File: config.mk
export PLATFORM = sky130hd
export DESIGN_NAME = alt_vipvfr121_vfr_control_packet_decoder
export DESIGN_NICKNAME = d
export VERILOG_FILES = /design/src/rtl/alt_vipvfr121_vfr_control_packet_decoder.sv
export SDC_FILE = /design/constraint.sdc
export NUM_CORES = 1
export LEC_CHECK = 0
export CAP_MARGIN = 20
export CORE_MARGIN = 8
export CORE_UTILIZATION = 53
export DETAILED_ROUTE_END_ITERATION = 8
export PLACE_DENSITY_LB_ADDON = 0.25
export SYNTH_ARGS = -nofsm -noshare
export SYNTH_HDL_FRONTEND = slang
export SYNTH_SLANG_ARGS = --single-unit
File: constraint.sdc
create_clock -name clk -period 3 [get_ports clk]
set_input_delay 0.3 -clock clk [delete_from_list [all_inputs] [get_ports clk]]
set_output_delay 0.3 -clock clk [all_outputs]
set_load 0.02 [all_outputs]
File: src/rtl/alt_vipvfr121_vfr_control_packet_decoder.sv
// Video frame reader control packet decoder.
// Passes video packets (type 0) through unchanged, decodes control packets
// (type 0xF) into width/height/interlaced, and swallows every other packet.
module alt_vipvfr121_vfr_control_packet_decoder #(
    parameter int BITS_PER_SYMBOL  = 8,
    parameter int SYMBOLS_PER_BEAT = 3
) (
    input  logic                                        clk,
    input  logic                                        rst_n,
    output logic                                        din_ready,
    input  logic                                        din_valid,
    input  logic [BITS_PER_SYMBOL*SYMBOLS_PER_BEAT-1:0] din_data,
    input  logic                                        din_sop,
    input  logic                                        din_eop,
    input  logic                                        dout_ready,
    output logic                                        dout_valid,
    output logic [BITS_PER_SYMBOL*SYMBOLS_PER_BEAT-1:0] dout_data,
    output logic                                        dout_sop,
    output logic                                        dout_eop,
    output logic [15:0]                                 width,
    output logic [15:0]                                 height,
    output logic [3:0]                                  interlaced,
    output logic                                        ctrl_valid,
    output logic                                        ctrl_short
);

    // A control packet body carries 9 nibbles: width (4), height (4), interlaced (1).
    localparam int         NIBBLES  = 9;
    localparam logic [3:0] CNT_MAX  = 4'd9;
    localparam logic [3:0] CNT_STEP = 4'(SYMBOLS_PER_BEAT);

    typedef enum logic [1:0] {
        HEADER,
        CTRL_BODY,
        VIDEO,
        DISCARD
    } state_t;

    state_t     state, state_nxt;
    logic [3:0] cnt, cnt_nxt;
    logic [3:0] shadow     [NIBBLES];
    logic [3:0] shadow_nxt [NIBBLES];
    logic       hdr_beat;
    logic       accept;
    logic       commit;
    logic       short_pkt;
    logic [3:0] pkt_type;
    logic [3:0] k;

    assign pkt_type  = din_data[3:0];
    assign dout_data = din_data;
    assign dout_sop  = din_sop;
    assign dout_eop  = din_eop;

    // Handshake, packet classification, nibble capture and next state.
    // NOTE: every output of this block gets a default first so no path can infer a latch.
    always_comb begin
        // A sop arriving mid control/user packet aborts it and is treated exactly
        // like a sop seen in HEADER, including forwarding and backpressure.
        hdr_beat   = (state == HEADER) ||
                     ((state == CTRL_BODY || state == DISCARD) && din_sop);
        din_ready  = 1'b1;
        dout_valid = 1'b0;
        if (hdr_beat) begin
            din_ready  = dout_ready;
            dout_valid = din_valid & din_sop & (pkt_type == 4'h0);
        end else if (state == VIDEO) begin
            din_ready  = dout_ready;
            dout_valid = din_valid;
        end
        accept = din_valid & din_ready;

        state_nxt  = state;
        cnt_nxt    = cnt;
        shadow_nxt = shadow;
        commit     = 1'b0;
        short_pkt  = 1'b0;
        k          = '0;

        if (accept) begin
            if (hdr_beat) begin
                // Non-sop beats in HEADER are dropped without changing state.
                if (din_sop) begin
                    if (pkt_type == 4'h0) begin
                        state_nxt = din_eop ? HEADER : VIDEO;
                    end else if (pkt_type == 4'hF) begin
                        cnt_nxt   = '0;
                        short_pkt = din_eop;
                        state_nxt = din_eop ? HEADER : CTRL_BODY;
                    end else begin
                        state_nxt = din_eop ? HEADER : DISCARD;
                    end
                end
            end else begin
                case (state)
                    VIDEO: begin
                        if (din_eop) state_nxt = HEADER;
                    end
                    CTRL_BODY: begin
                        for (int s = 0; s < SYMBOLS_PER_BEAT; s++) begin
                            k = cnt + 4'(s);
                            if (k < CNT_MAX) shadow_nxt[k] = din_data[s*BITS_PER_SYMBOL +: 4];
                        end
                        cnt_nxt = (cnt > CNT_MAX - CNT_STEP) ? CNT_MAX : cnt + CNT_STEP;
                        if (din_eop) begin
                            commit    = (cnt_nxt == CNT_MAX);
                            short_pkt = (cnt_nxt != CNT_MAX);
                            state_nxt = HEADER;
                        end
                    end
                    DISCARD: begin
                        if (din_eop) state_nxt = HEADER;
                    end
                    default: state_nxt = HEADER;
                endcase
            end
        end
    end

    // State, nibble shadow and committed frame parameters.
    // NOTE: sequential state uses non-blocking assignments so all registers update together.
    always_ff @(posedge clk or negedge rst_n) begin
        if (!rst_n) begin
            state <= HEADER;
            cnt   <= '0;
            // NOTE: the shadow nibbles are reset deliberately; a fresh start must never commit stale values.
            for (int i = 0; i < NIBBLES; i++) shadow[i] <= '0;
            width      <= '0;
            height     <= '0;
            interlaced <= '0;
            ctrl_valid <= 1'b0;
            ctrl_short <= 1'b0;
        end else begin
            state      <= state_nxt;
            cnt        <= cnt_nxt;
            shadow     <= shadow_nxt;
            ctrl_valid <= commit;
            ctrl_short <= short_pkt;
            if (commit) begin
                width      <= {shadow_nxt[0], shadow_nxt[1], shadow_nxt[2], shadow_nxt[3]};
                height     <= {shadow_nxt[4], shadow_nxt[5], shadow_nxt[6], shadow_nxt[7]};
                interlaced <= shadow_nxt[8];
            end
        end
    end

endmodule

==> impl_metrics.env <==
export IMPL_outcome="finished, final reports clean"
export IMPL_grt_pass1_wl_um=20500
export IMPL_rows=35
export IMPL_power_mw=5.58
export IMPL_ff2ff_path_depth=6
export IMPL_cp_arrival_ns=2.73
export IMPL_diodes=0
export IMPL_synth_seq_area_share=0.403
export IMPL_cts_root_buffer="clkbuf_8"
export IMPL_rr_startpoint="cnt[2]"
export IMPL_worstSetupPathType="flop to flop"
export IMPL_drc=0
export IMPL_placed_area_sq_um=5480
export IMPL_critPathCaptureType="flop"
export IMPL_chipWidth_um=113
export IMPL_synth_top_area_cell="dfrtp_1"
export IMPL_syn_area_sq_um=4970
export IMPL_required_ns=3.21
export IMPL_yosysMostFrequentCell="dfrtp_1"
export IMPL_finalClockSkew_ns=0.00685
export IMPL_core_area_sq_um=9150
export IMPL_grt_util_all_layers=0.201
export IMPL_avgViaCountPerCell=5.97
export IMPL_synth_nets=570
export IMPL_insertion_delay_ns=0.35
export IMPL_max_freq_mhz=398
export IMPL_first_pass_iters=5
export IMPL_maxSlewHeadroom=0.582
export IMPL_cts_buffer_depth=2
export IMPL_tightest_slew_ns=0.624
export IMPL_post_cts_buffers=0
export IMPL_start_kind="flop"
export IMPL_grt_max_degree=81
export IMPL_ys_warn_count=0
export IMPL_gp_congestion=0.899
export IMPL_die_area_sq_um=12700
export IMPL_dp_hpwl_um=8330
export IMPL_final_area_sq_um=5750
export IMPL_crit_slowest_cell="dfrtp_1"
export IMPL_slew_violations=0
export IMPL_period_share=0.838
export IMPL_crit_family="compound AO/OA/AOI/OAI gates"
export IMPL_vias=4018
export IMPL_r2r_slack_ns=0.49
export IMPL_fin_crit_ns=2.51
export IMPL_rr_endpoint="shadow[7]"
export IMPL_antenna_left=0
export IMPL_start_util=0.543
export IMPL_hold_violations=0
export IMPL_drt_initial_drc_count=333
export IMPL_p_leak_nw=2.55
export IMPL_synth_seq_cells=80
export IMPL_synth_top_flop_cell="dfrtp_1"
export IMPL_cts_tree="yes"
export IMPL_drv_cap=0
export IMPL_io_pins=96
export IMPL_cp_num_buf_inv=0
export IMPL_crit_path_max_fanout=9
export IMPL_syn_to_final_growth_pct=15.7
export IMPL_wl_per_cell_um=19.0
export IMPL_setup_tns_final_ns=0
export IMPL_die_h_um=113
export IMPL_clock_sinks=80
export IMPL_synth_top_cells_by_count="80 x dfrtp_1, 74 x nor2_1, 69 x a21oi_1, 44 x nand2_1"
export IMPL_finalSetupViolCount=0
export IMPL_avgSynthCellArea_sq_um=9.37
export IMPL_antenna_found_initial=0
export IMPL_cpPeakStageDelay_ns=0.51
export IMPL_wirelength_um=12800
export IMPL_vdd_drop_max_mv=0.420
export IMPL_grt_pass1_vias=3958
export IMPL_clk_pin_slew_ns=0.08
export IMPL_synth_edf_count=0
export IMPL_power_per_cell_area_nw_per_um2=971
export IMPL_htreeDepth=3
export IMPL_drive_above_1_share=0.155
export IMPL_crit_path_cell_trace="ha_1 -> a21bo_1 -> nand4_1 -> o21ba_2 -> a22oi_1 -> a21oi_1"
export IMPL_rsz0062_at_grt="no"
export IMPL_final_nets=597
export IMPL_numCtsBuffers=9
export IMPL_synth_cell_types=46
export IMPL_port_buffers=71
export IMPL_synthTopCellsByArea="dfrtp_1 40%, mux2i_1 7.3%, o21ba_2 7.3%"
export IMPL_syn_inst=530
export IMPL_synth_top_area_frac=0.403
export IMPL_gr_total_overflow=0
export IMPL_hp_class="primary input to asynchronous set/reset pin"
export IMPL_synth_async_reset_ratio=1.00
==> power by group <==
part           switching, mW  leakage, nW  internal [mW]
sequential             0.251        0.983           1.46
combinational           1.58         1.45           1.33
clock                  0.406        0.116          0.551
total                   2.24         2.55           3.34
==> per-stage QoR <==
step | instances | hold WS [ns] | util | setup slack (ns)
2_1_floorplan | 530 | 0.00441 | - | 0.892
3_3_place_gp | 655 | 0.498 | 0.598 | 0.655
3_5_place_dp | 655 | 0.510 | 0.598 | 0.583
4_1_cts | 671 | 0.167 | 0.624 | 0.564
5_1_grt | 673 | 0.491 | 0.628 | 0.349
6_report | 673 | 0.449 | 0.628 | 0.485
==> cells by family (layout without fill, tap and decap cells) <==
group | Yosys count | in the layout | synth area share
AOI/OAI and AO/OA | 170 | 170 | 0.242
xor gates and xnor gates | 4 | 4 | 0.00857
adders and majority gates | 10 | 10 | 0.0252
buffers and inverters | 70 | 102 | 0.0874
DFF | 80 | 80 | 0.403
muxes | 36 | 36 | 0.0725
and+or+nand+nor | 160 | 160 | 0.161
==> per-layer routing <==
layer / vias up / track usage / share of wire
met2: 128 / 0.332 / 0.48
met4: 0 / 0.0800 / 0.021
li1: 1894 / - / -
met5: - / 0 / 0
met3: 28 / 0.0421 / 0.063
met1: 1968 / 0.252 / 0.44
==> state kept, by name (all words and copies together) (netlist names) <==
| name | count |
|---|---|
| shadow | 36 |
| ctrl_valid | 1 |
| cnt | 4 |
| height | 16 |
| width | 16 |
| interlaced | 4 |
| state | 2 |
| ctrl_short | 1 |
==> worst register-to-register path, cell delays in order, from the launching register on <==
cell	delay [ns]
dfrtp_1	0.51
ha_1	0.41
a21bo_1	0.35
nand4_1	0.41
o21ba_2	0.34
a22oi_1	0.25
a21oi_1	0.13
==> worst max-delay path by stage <==
| stage | from | endpoint | depth (start not counted) |
|---|---|---|---|
| 2_1_floorplan | cnt[0] | width[0] | 7 |
| 3_3_place_gp | din_data[1] | dout_valid | 5 |
| 3_5_place_dp | cnt[1] | shadow[5] | 6 |
| 4_1_cts | cnt[2] | shadow[11] | 6 |
| 5_1_grt | cnt[2] | shadow[7] | 6 |
| 6_report | cnt[2] | shadow[7] | 6 |
==> cell type report <==
class | instances | area [sq um]
Clock buffer | 10 | 128
Clock inverter | 6 | 108
Fill cell | 779 | 3400
Inverter | 4 | 15.0
Multi-Input combinational cell | 380 | 2530
Sequential cell | 80 | 2000
Tap cell | 111 | 139
Timing Repair Buffer | 82 | 826
==> cell usage in the layout (no fill, tap or decap), types with 2 or more instances in the layout <==
cell	netlist	final
a31oi_1	3	3
a211oi_1	2	2
nor3b_2	8	8
a21oi_1	69	69
bufinv_16	0	3
mux2i_1	36	36
inv_1	4	4
a21oi_2	9	9
nand3b_1	4	4
ha_1	10	10
nand4_1	5	5
clkinv_2	0	2
nand4_2	3	3
clkdlybuf4s50_1	0	70
nand3_1	3	3
and3_1	6	6
nor2_1	74	74
xnor2_1	2	2
o21ai_0	7	7
a22oi_1	35	35
dfrtp_1	80	80
nand2_1	44	44
a21o_1	3	3
o21ba_2	36	36
clkbuf_8	0	9
buf_4	29	9
nor2b_1	2	2
or4_1	2	2
==> timing repair <==
action	in CTS	in global routing
resized for setup	0	0
hold buffers	0	1
endpoints found under the hold margin	0	35
No activity file was read; power rests on OpenSTA's default activity.
